===== config.mk =====
export PLATFORM = sky130hd
export DESIGN_NAME = ara_system_axi_arbiter
export DESIGN_NICKNAME = d
export VERILOG_FILES = /design/src/rtl/ara_system_axi_arbiter.sv
export SDC_FILE = /design/constraint.sdc
export NUM_CORES = 1
export LEC_CHECK = 0
export ABC_CLOCK_PERIOD_IN_PS = 2600
export BUFFER_PORTS_ARGS = -buffer_cell sky130_fd_sc_hd__buf_2
export CAP_MARGIN = 25
export CORE_AREA = 4 4 236 238
export CTS_BUF_LIST = sky130_fd_sc_hd__clkbuf_4
export CTS_CLUSTER_SIZE = 30
export DETAILED_ROUTE_END_ITERATION = 10
export DIE_AREA = 0 0 240 242
export SLEW_MARGIN = 10
export SYNTH_ARGS = -nofsm -noshare
export SYNTH_HDL_FRONTEND = slang
export SYNTH_SLANG_ARGS = --single-unit
export TNS_END_PERCENT = 100

===== constraint.sdc =====
create_clock -name clk_i -period 2.6 [get_ports clk_i]
set_clock_uncertainty 0.1 [all_clocks]
set_input_delay 0.52 -clock clk_i [delete_from_list [all_inputs] [get_ports clk_i]]
set_output_delay 0.52 -clock clk_i [all_outputs]
set_load 0.005 [all_outputs]

===== src/rtl/ara_system_axi_arbiter.sv =====
// Two-master AXI4 arbiter: Ariane (0) and Ara (1) share one system port.
// AR/AW are round-robin, W follows AW grant order, R/B are routed by an extra ID MSB.
package ara_system_axi_arbiter_pkg;
    localparam int unsigned AddrWidth = 32;
    localparam int unsigned DataWidth = 32;
    localparam int unsigned IdWidth   = 4;

    typedef struct packed {
        logic [IdWidth-1:0]   id;
        logic [AddrWidth-1:0] addr;
        logic [7:0]           len;
        logic [2:0]           size;
        logic [1:0]           burst;
        logic [3:0]           cache;
        logic [2:0]           prot;
    } slv_ax_t;

    typedef struct packed {
        logic [IdWidth:0]     id;
        logic [AddrWidth-1:0] addr;
        logic [7:0]           len;
        logic [2:0]           size;
        logic [1:0]           burst;
        logic [3:0]           cache;
        logic [2:0]           prot;
    } mst_ax_t;

    typedef struct packed {
        logic [DataWidth-1:0]   data;
        logic [DataWidth/8-1:0] strb;
        logic                   last;
    } w_t;

    typedef struct packed { logic [IdWidth-1:0] id; logic [1:0] resp; } slv_b_t;
    typedef struct packed { logic [IdWidth:0]   id; logic [1:0] resp; } mst_b_t;

    typedef struct packed {
        logic [IdWidth-1:0]   id;
        logic [DataWidth-1:0] data;
        logic [1:0]           resp;
        logic                 last;
    } slv_r_t;

    typedef struct packed {
        logic [IdWidth:0]     id;
        logic [DataWidth-1:0] data;
        logic [1:0]           resp;
        logic                 last;
    } mst_r_t;

    typedef struct packed {
        slv_ax_t aw; logic aw_valid; w_t w; logic w_valid; logic b_ready;
        slv_ax_t ar; logic ar_valid; logic r_ready;
    } slv_req_t;

    typedef struct packed {
        logic aw_ready; logic ar_ready; logic w_ready;
        logic b_valid; slv_b_t b; logic r_valid; slv_r_t r;
    } slv_resp_t;

    typedef struct packed {
        mst_ax_t aw; logic aw_valid; w_t w; logic w_valid; logic b_ready;
        mst_ax_t ar; logic ar_valid; logic r_ready;
    } mst_req_t;

    typedef struct packed {
        logic aw_ready; logic ar_ready; logic w_ready;
        logic b_valid; mst_b_t b; logic r_valid; mst_r_t r;
    } mst_resp_t;
endpackage

module ara_system_axi_arbiter #(
    parameter int unsigned AxiAddrWidth = ara_system_axi_arbiter_pkg::AddrWidth,
    parameter int unsigned AxiDataWidth = ara_system_axi_arbiter_pkg::DataWidth,
    parameter int unsigned AxiIdWidth   = ara_system_axi_arbiter_pkg::IdWidth,
    parameter int unsigned MaxWrTxns    = 4,
    parameter type slv_req_t  = ara_system_axi_arbiter_pkg::slv_req_t,
    parameter type slv_resp_t = ara_system_axi_arbiter_pkg::slv_resp_t,
    parameter type mst_req_t  = ara_system_axi_arbiter_pkg::mst_req_t,
    parameter type mst_resp_t = ara_system_axi_arbiter_pkg::mst_resp_t
) (
    input  logic      clk_i,
    input  logic      rst_ni,
    input  slv_req_t  slv_req_i  [2],
    output slv_resp_t slv_resp_o [2],
    output mst_req_t  mst_req_o,
    input  mst_resp_t mst_resp_i
);
    localparam int unsigned PtrWidth = $clog2(MaxWrTxns);
    localparam int unsigned CntWidth = PtrWidth + 1;

    logic ar_lock_q, ar_idx_q, ar_last_q, ar_idx, ar_valid;
    logic aw_lock_q, aw_idx_q, aw_last_q, aw_idx, aw_valid, aw_hs;
    logic [MaxWrTxns-1:0] order_q;
    logic [PtrWidth-1:0]  wr_ptr_q, rd_ptr_q;
    logic [CntWidth-1:0]  cnt_q;
    logic fifo_full, fifo_empty, w_head, w_valid, w_pop;
    logic r_sel, b_sel;

    // Grant: a locked channel keeps its index, otherwise round-robin on ties.
    always_comb begin
        if (ar_lock_q)                                           ar_idx = ar_idx_q;
        else if (slv_req_i[0].ar_valid && slv_req_i[1].ar_valid) ar_idx = ~ar_last_q;
        else                                                     ar_idx = slv_req_i[1].ar_valid;
        if (aw_lock_q)                                           aw_idx = aw_idx_q;
        else if (slv_req_i[0].aw_valid && slv_req_i[1].aw_valid) aw_idx = ~aw_last_q;
        else                                                     aw_idx = slv_req_i[1].aw_valid;
    end

    assign fifo_full  = (cnt_q == CntWidth'(MaxWrTxns));
    assign fifo_empty = (cnt_q == '0);
    assign w_head     = order_q[rd_ptr_q];
    assign ar_valid   = rst_ni & slv_req_i[ar_idx].ar_valid;
    assign aw_valid   = rst_ni & ~fifo_full & slv_req_i[aw_idx].aw_valid;
    assign aw_hs      = aw_valid & mst_resp_i.aw_ready;
    assign w_valid    = rst_ni & ~fifo_empty & slv_req_i[w_head].w_valid;
    assign w_pop      = w_valid & mst_resp_i.w_ready & slv_req_i[w_head].w.last;
    assign r_sel      = mst_resp_i.r.id[AxiIdWidth];
    assign b_sel      = mst_resp_i.b.id[AxiIdWidth];

    always_comb begin
        mst_req_o          = '0;
        mst_req_o.ar.id    = {ar_idx, slv_req_i[ar_idx].ar.id};
        mst_req_o.ar.addr  = AxiAddrWidth'(slv_req_i[ar_idx].ar.addr);
        mst_req_o.ar.len   = slv_req_i[ar_idx].ar.len;
        mst_req_o.ar.size  = slv_req_i[ar_idx].ar.size;
        mst_req_o.ar.burst = slv_req_i[ar_idx].ar.burst;
        mst_req_o.ar.cache = slv_req_i[ar_idx].ar.cache;
        mst_req_o.ar.prot  = slv_req_i[ar_idx].ar.prot;
        mst_req_o.ar_valid = ar_valid;
        mst_req_o.aw.id    = {aw_idx, slv_req_i[aw_idx].aw.id};
        mst_req_o.aw.addr  = AxiAddrWidth'(slv_req_i[aw_idx].aw.addr);
        mst_req_o.aw.len   = slv_req_i[aw_idx].aw.len;
        mst_req_o.aw.size  = slv_req_i[aw_idx].aw.size;
        mst_req_o.aw.burst = slv_req_i[aw_idx].aw.burst;
        mst_req_o.aw.cache = slv_req_i[aw_idx].aw.cache;
        mst_req_o.aw.prot  = slv_req_i[aw_idx].aw.prot;
        mst_req_o.aw_valid = aw_valid;
        mst_req_o.w.data   = AxiDataWidth'(slv_req_i[w_head].w.data);
        mst_req_o.w.strb   = slv_req_i[w_head].w.strb;
        mst_req_o.w.last   = slv_req_i[w_head].w.last;
        mst_req_o.w_valid  = w_valid;
        mst_req_o.r_ready  = rst_ni & slv_req_i[r_sel].r_ready;
        mst_req_o.b_ready  = rst_ni & slv_req_i[b_sel].b_ready;
    end

    // Response payloads go to both masters; only the targeted one sees valid.
    always_comb begin
        for (int i = 0; i < 2; i++) begin
            slv_resp_o[i]        = '0;
            slv_resp_o[i].b.id   = mst_resp_i.b.id[AxiIdWidth-1:0];
            slv_resp_o[i].b.resp = mst_resp_i.b.resp;
            slv_resp_o[i].r.id   = mst_resp_i.r.id[AxiIdWidth-1:0];
            slv_resp_o[i].r.data = AxiDataWidth'(mst_resp_i.r.data);
            slv_resp_o[i].r.resp = mst_resp_i.r.resp;
            slv_resp_o[i].r.last = mst_resp_i.r.last;
        end
        if (rst_ni) begin
            slv_resp_o[ar_idx].ar_ready = mst_resp_i.ar_ready;
            slv_resp_o[aw_idx].aw_ready = ~fifo_full & mst_resp_i.aw_ready;
            if (!fifo_empty) slv_resp_o[w_head].w_ready = mst_resp_i.w_ready;
            slv_resp_o[r_sel].r_valid = mst_resp_i.r_valid;
            slv_resp_o[b_sel].b_valid = mst_resp_i.b_valid;
        end
    end

    // Full is taken from the registered count, so a pop never frees a slot in its own cycle.
    always_ff @(posedge clk_i or negedge rst_ni) begin
        if (!rst_ni) begin
            ar_lock_q <= 1'b0;
            ar_idx_q  <= 1'b0;
            ar_last_q <= 1'b1;
            aw_lock_q <= 1'b0;
            aw_idx_q  <= 1'b0;
            aw_last_q <= 1'b1;
            order_q   <= '0;
            wr_ptr_q  <= '0;
            rd_ptr_q  <= '0;
            cnt_q     <= '0;
        end else begin
            if (ar_valid && mst_resp_i.ar_ready) begin
                ar_lock_q <= 1'b0;
                ar_last_q <= ar_idx;
            end else if (ar_valid) begin
                ar_lock_q <= 1'b1;
                ar_idx_q  <= ar_idx;
            end
            if (aw_hs) begin
                aw_lock_q         <= 1'b0;
                aw_last_q         <= aw_idx;
                order_q[wr_ptr_q] <= aw_idx;
                wr_ptr_q          <= wr_ptr_q + 1'b1;
            end else if (aw_valid) begin
                aw_lock_q <= 1'b1;
                aw_idx_q  <= aw_idx;
            end
            if (w_pop) rd_ptr_q <= rd_ptr_q + 1'b1;
            if (aw_hs && !w_pop)      cnt_q <= cnt_q + 1'b1;
            else if (!aw_hs && w_pop) cnt_q <= cnt_q - 1'b1;
        end
    end
endmodule


==> results.md <==
* Outcome: complete, but fails checks
* Failing checks: negative setup slack
* Slew @ Worst Pin at 571.4 ps
* Worst vdd ir at 0.0003358 V
* Hpwl dp at 20,300 um
* EDFF count, synth at 0
* Most common cell in the netlist: mux2_2
* Congestion Overflow GR at 0
* Critical Path, Cell by Cell: mux4_2 -> buf_12 -> clkbuf_16 -> mux2_4 -> buf_6
* Antenna viol nets, final at 0
* H-tree levels at 1
* Final period utilization at 104.9%
* Worst EP arrival at 2110 ps
* Total routed wirelength at 24,680 um
* CP bufs+invs at 3
* Mapped Cells at 376
* Max-Cap Viols at 0
* Die width at 240 um
* Yosys top cell by area: mux2_2
* I/O pin cnt at 618
* Number of synthesized register bits at 17
* Mapped Area at 3727 um2
* Total CTS buffers at 3
* Area share of the leading cell type in the synthesized netlist at 34.44%
* Residual DRC at 0
* First-pass DRT Iterations at 4
* Post-synth top cells: 114 x mux2_2, 95 x buf_4, 37 x mux2_4
* Hold Violations, Final at 0
* Slew margin rel. at 61.61%
* I/O Buffers at 482
* Final Max Tran Viols at 0
* DR vias at 4,501
* Die area at 58,080 um2
* Cell Pwr Density at 965.1 nW/um2
* Clock Path Buffers at 2
* CP max FO at 5
* Synth warn at 0
* Post-Syn Area per Cell at 9.913 um2
* Clk_lat worst skew at 320 ps
* Antenna violations before repair at 9
* Top cells by area, synth: mux2_2 34%, buf_4 19%, mux2_4 15%
* Worst EP required at 1980 ps
* Initial Utilization at 6.954%
* CP delay by family, top: multiplexers
* CTS tree: built
* Power, Total at 0.007134 W
* Synthesized net count at 744
* Setup violations, final at 38
* CP max-delay cell: mux4_2
* Die Ht at 242 um
* Rows at 85
* Leak Pwr at 3.766 nW
* Nets at 1,155
* Post-synth ARST share at 100.0%
* Gpl congestion at 0.8135
* First-pass GRT wire length at 29,970 um
* Sequential area share after synthesis at 11.48%
* CORE AREA at 53,600 um2
* Vias in the first global route at 4,472
* Critical path type: register to output port
* Setup TNS at -3874 ps
* Largest net degree at the start of global routing at 37
* Fin crit period at 2727 ps
* Vias/cell at 3.033
* Layout cells sized above 1 at 87.66%
* Routed len/inst at 16.63 um
* Highest Clock Rate at 366.7 MHz
* Worst setup margin at -127.1 ps
* CP max stage delay at 620 ps
* Root buffer cell: clkbuf_4
* Crit path launch type: register
* Top_reg_cell synth: dfrtp_1
* Critical Path Sink Type: output port
* Reg clk slew, reported paths at 120 ps
* Worst hold path class: input port to async pin
* Area growth syn-to-layout at 98.32%
* Initial DRC count at 175
* RSZ-0062 raised after global routing: true
* Overall routing resource usage at 6.996%
* TritonCTS Sinks at 17
* Distinct cells, synth at 37
-- power breakdown --
group / internal [W] / total (W) / switching [W]
logic: 0.00402 / 0.00642 / 0.00239
clock network: 0.0000588 / 0.000167 / 0.000108
registers: 0.000405 / 0.000549 / 0.000144
total: 0.00449 / 0.00713 / 0.00265
-- path summary, 6_finish.rpt --
path                                      from            end  slack (ps)  depth (start not counted)
worst max-delay path               rd_ptr_q[0]  mst_req_o[81]        -130                          5
worst min-delay path                    rst_ni     order_q[0]          80                          2
worst max register to register     rd_ptr_q[0]       cnt_q[2]          80                         10
worst min register to register        cnt_q[2]       cnt_q[2]         400                          1
max in group asynchronous               rst_ni       cnt_q[1]        1810                          2
min in group clk_i              mst_resp_i[50]      ar_last_q         270                          2
-- cell usage in the layout, fill, tap and decap left out, types with 2 or more instances in the layout --
cell type,n
a211oi_2,2
a21oi_1,5
a21oi_4,2
a31oi_1,12
and3_1,2
buf_12,7
buf_16,5
buf_2,423
buf_4,12
buf_6,65
clkbuf_16,7
clkbuf_4,3
dfrtp_1,14
dfstp_2,2
diode_2,2
ha_1,4
inv_1,10
mux2_2,80
mux2_4,71
mux2i_1,5
nand2_1,5
nand3_1,3
nor2_1,13
nor3_1,3
o21ai_0,3
or3b_1,2
xnor2_1,2
xor2_1,3
-- worst register-to-register path, stage by stage (launching register included) --
cell,delay [ps]
dfrtp_1,400
mux4_2,620
nand3_1,120
o21ai_0,80
nand2b_1,110
ha_2,190
inv_1,50
fa_1,360
xor2_1,150
nor2_1,110
xor2_1,150
-- through the flow --
step / util, % / hold WS [ps] / area, um2 / worst slack [ps] / cells
global route: 13.79 / 85.62 / 7390 / -229.0 / 1483
global placement: 11.80 / 253.2 / 6322 / 120.1 / 1452
finish: 13.79 / 83.15 / 7392 / -127.1 / 1484
CTS: 12.56 / 65.46 / 6731 / -164.1 / 1465
floorplan: - / 124.4 / 3727 / 180.8 / 376
detailed placement: 11.80 / 253.7 / 6322 / 32.67 / 1452
-- flip-flops by register name (all words and copies together) (netlist names) --
register / count
ar_lock_q: 1
aw_idx_q: 1
aw_last_q: 1
aw_lock_q: 1
ar_last_q: 1
wr_ptr_q: 2
order_q: 4
ar_idx_q: 1
cnt_q: 3
rd_ptr_q: 2
-- cells by family after synthesis --
family                   Yosys count  synth area share (%)
multiplexers                     158                 51.56
buffers and inverters            126                 23.70
AND/OR/NAND/NOR                   33                 4.297
AO/OA/AOI/OAI                     31                 5.572
flip-flops                        17                 11.48
adder cells (fa/ha/maj)            6                 2.216
XOR/XNOR                           5                 1.175
-- metal layers --
metal,vias up,share of wire (%),GRT usage [%],wire length (um)
met3,32,13,3.586,3293
met1,2055,38,7.765,9426
met2,344,47,11.81,11560
met4,8,1.4,1.579,352
met5,-,0.21,1.178,51
li1,2062,-,-,-
-- final cells by class --
class,count,area (um2)
Multi-Input combinational cell,233,2599
Clock buffer,3,22.52
Clock inverter,1,7.507
Fill cell,6166,46210
Sequential cell,17,429.2
Inverter,11,41.29
Antenna cell,2,5.005
Tap cell,696,870.8
Timing Repair Buffer,521,3417
-- timing repair --
item / in CTS / in global routing
hold buffers: 1 / 0
gates cloned: 4 / 9
endpoints found under the hold margin: 1 / 0
gates resized for setup: 39 / 80
pin swaps: 1 / 4
setup endpoints to repair: 60 / 90
setup buffers: 4 / 8
No activity file was read; power rests on OpenSTA's default activity.
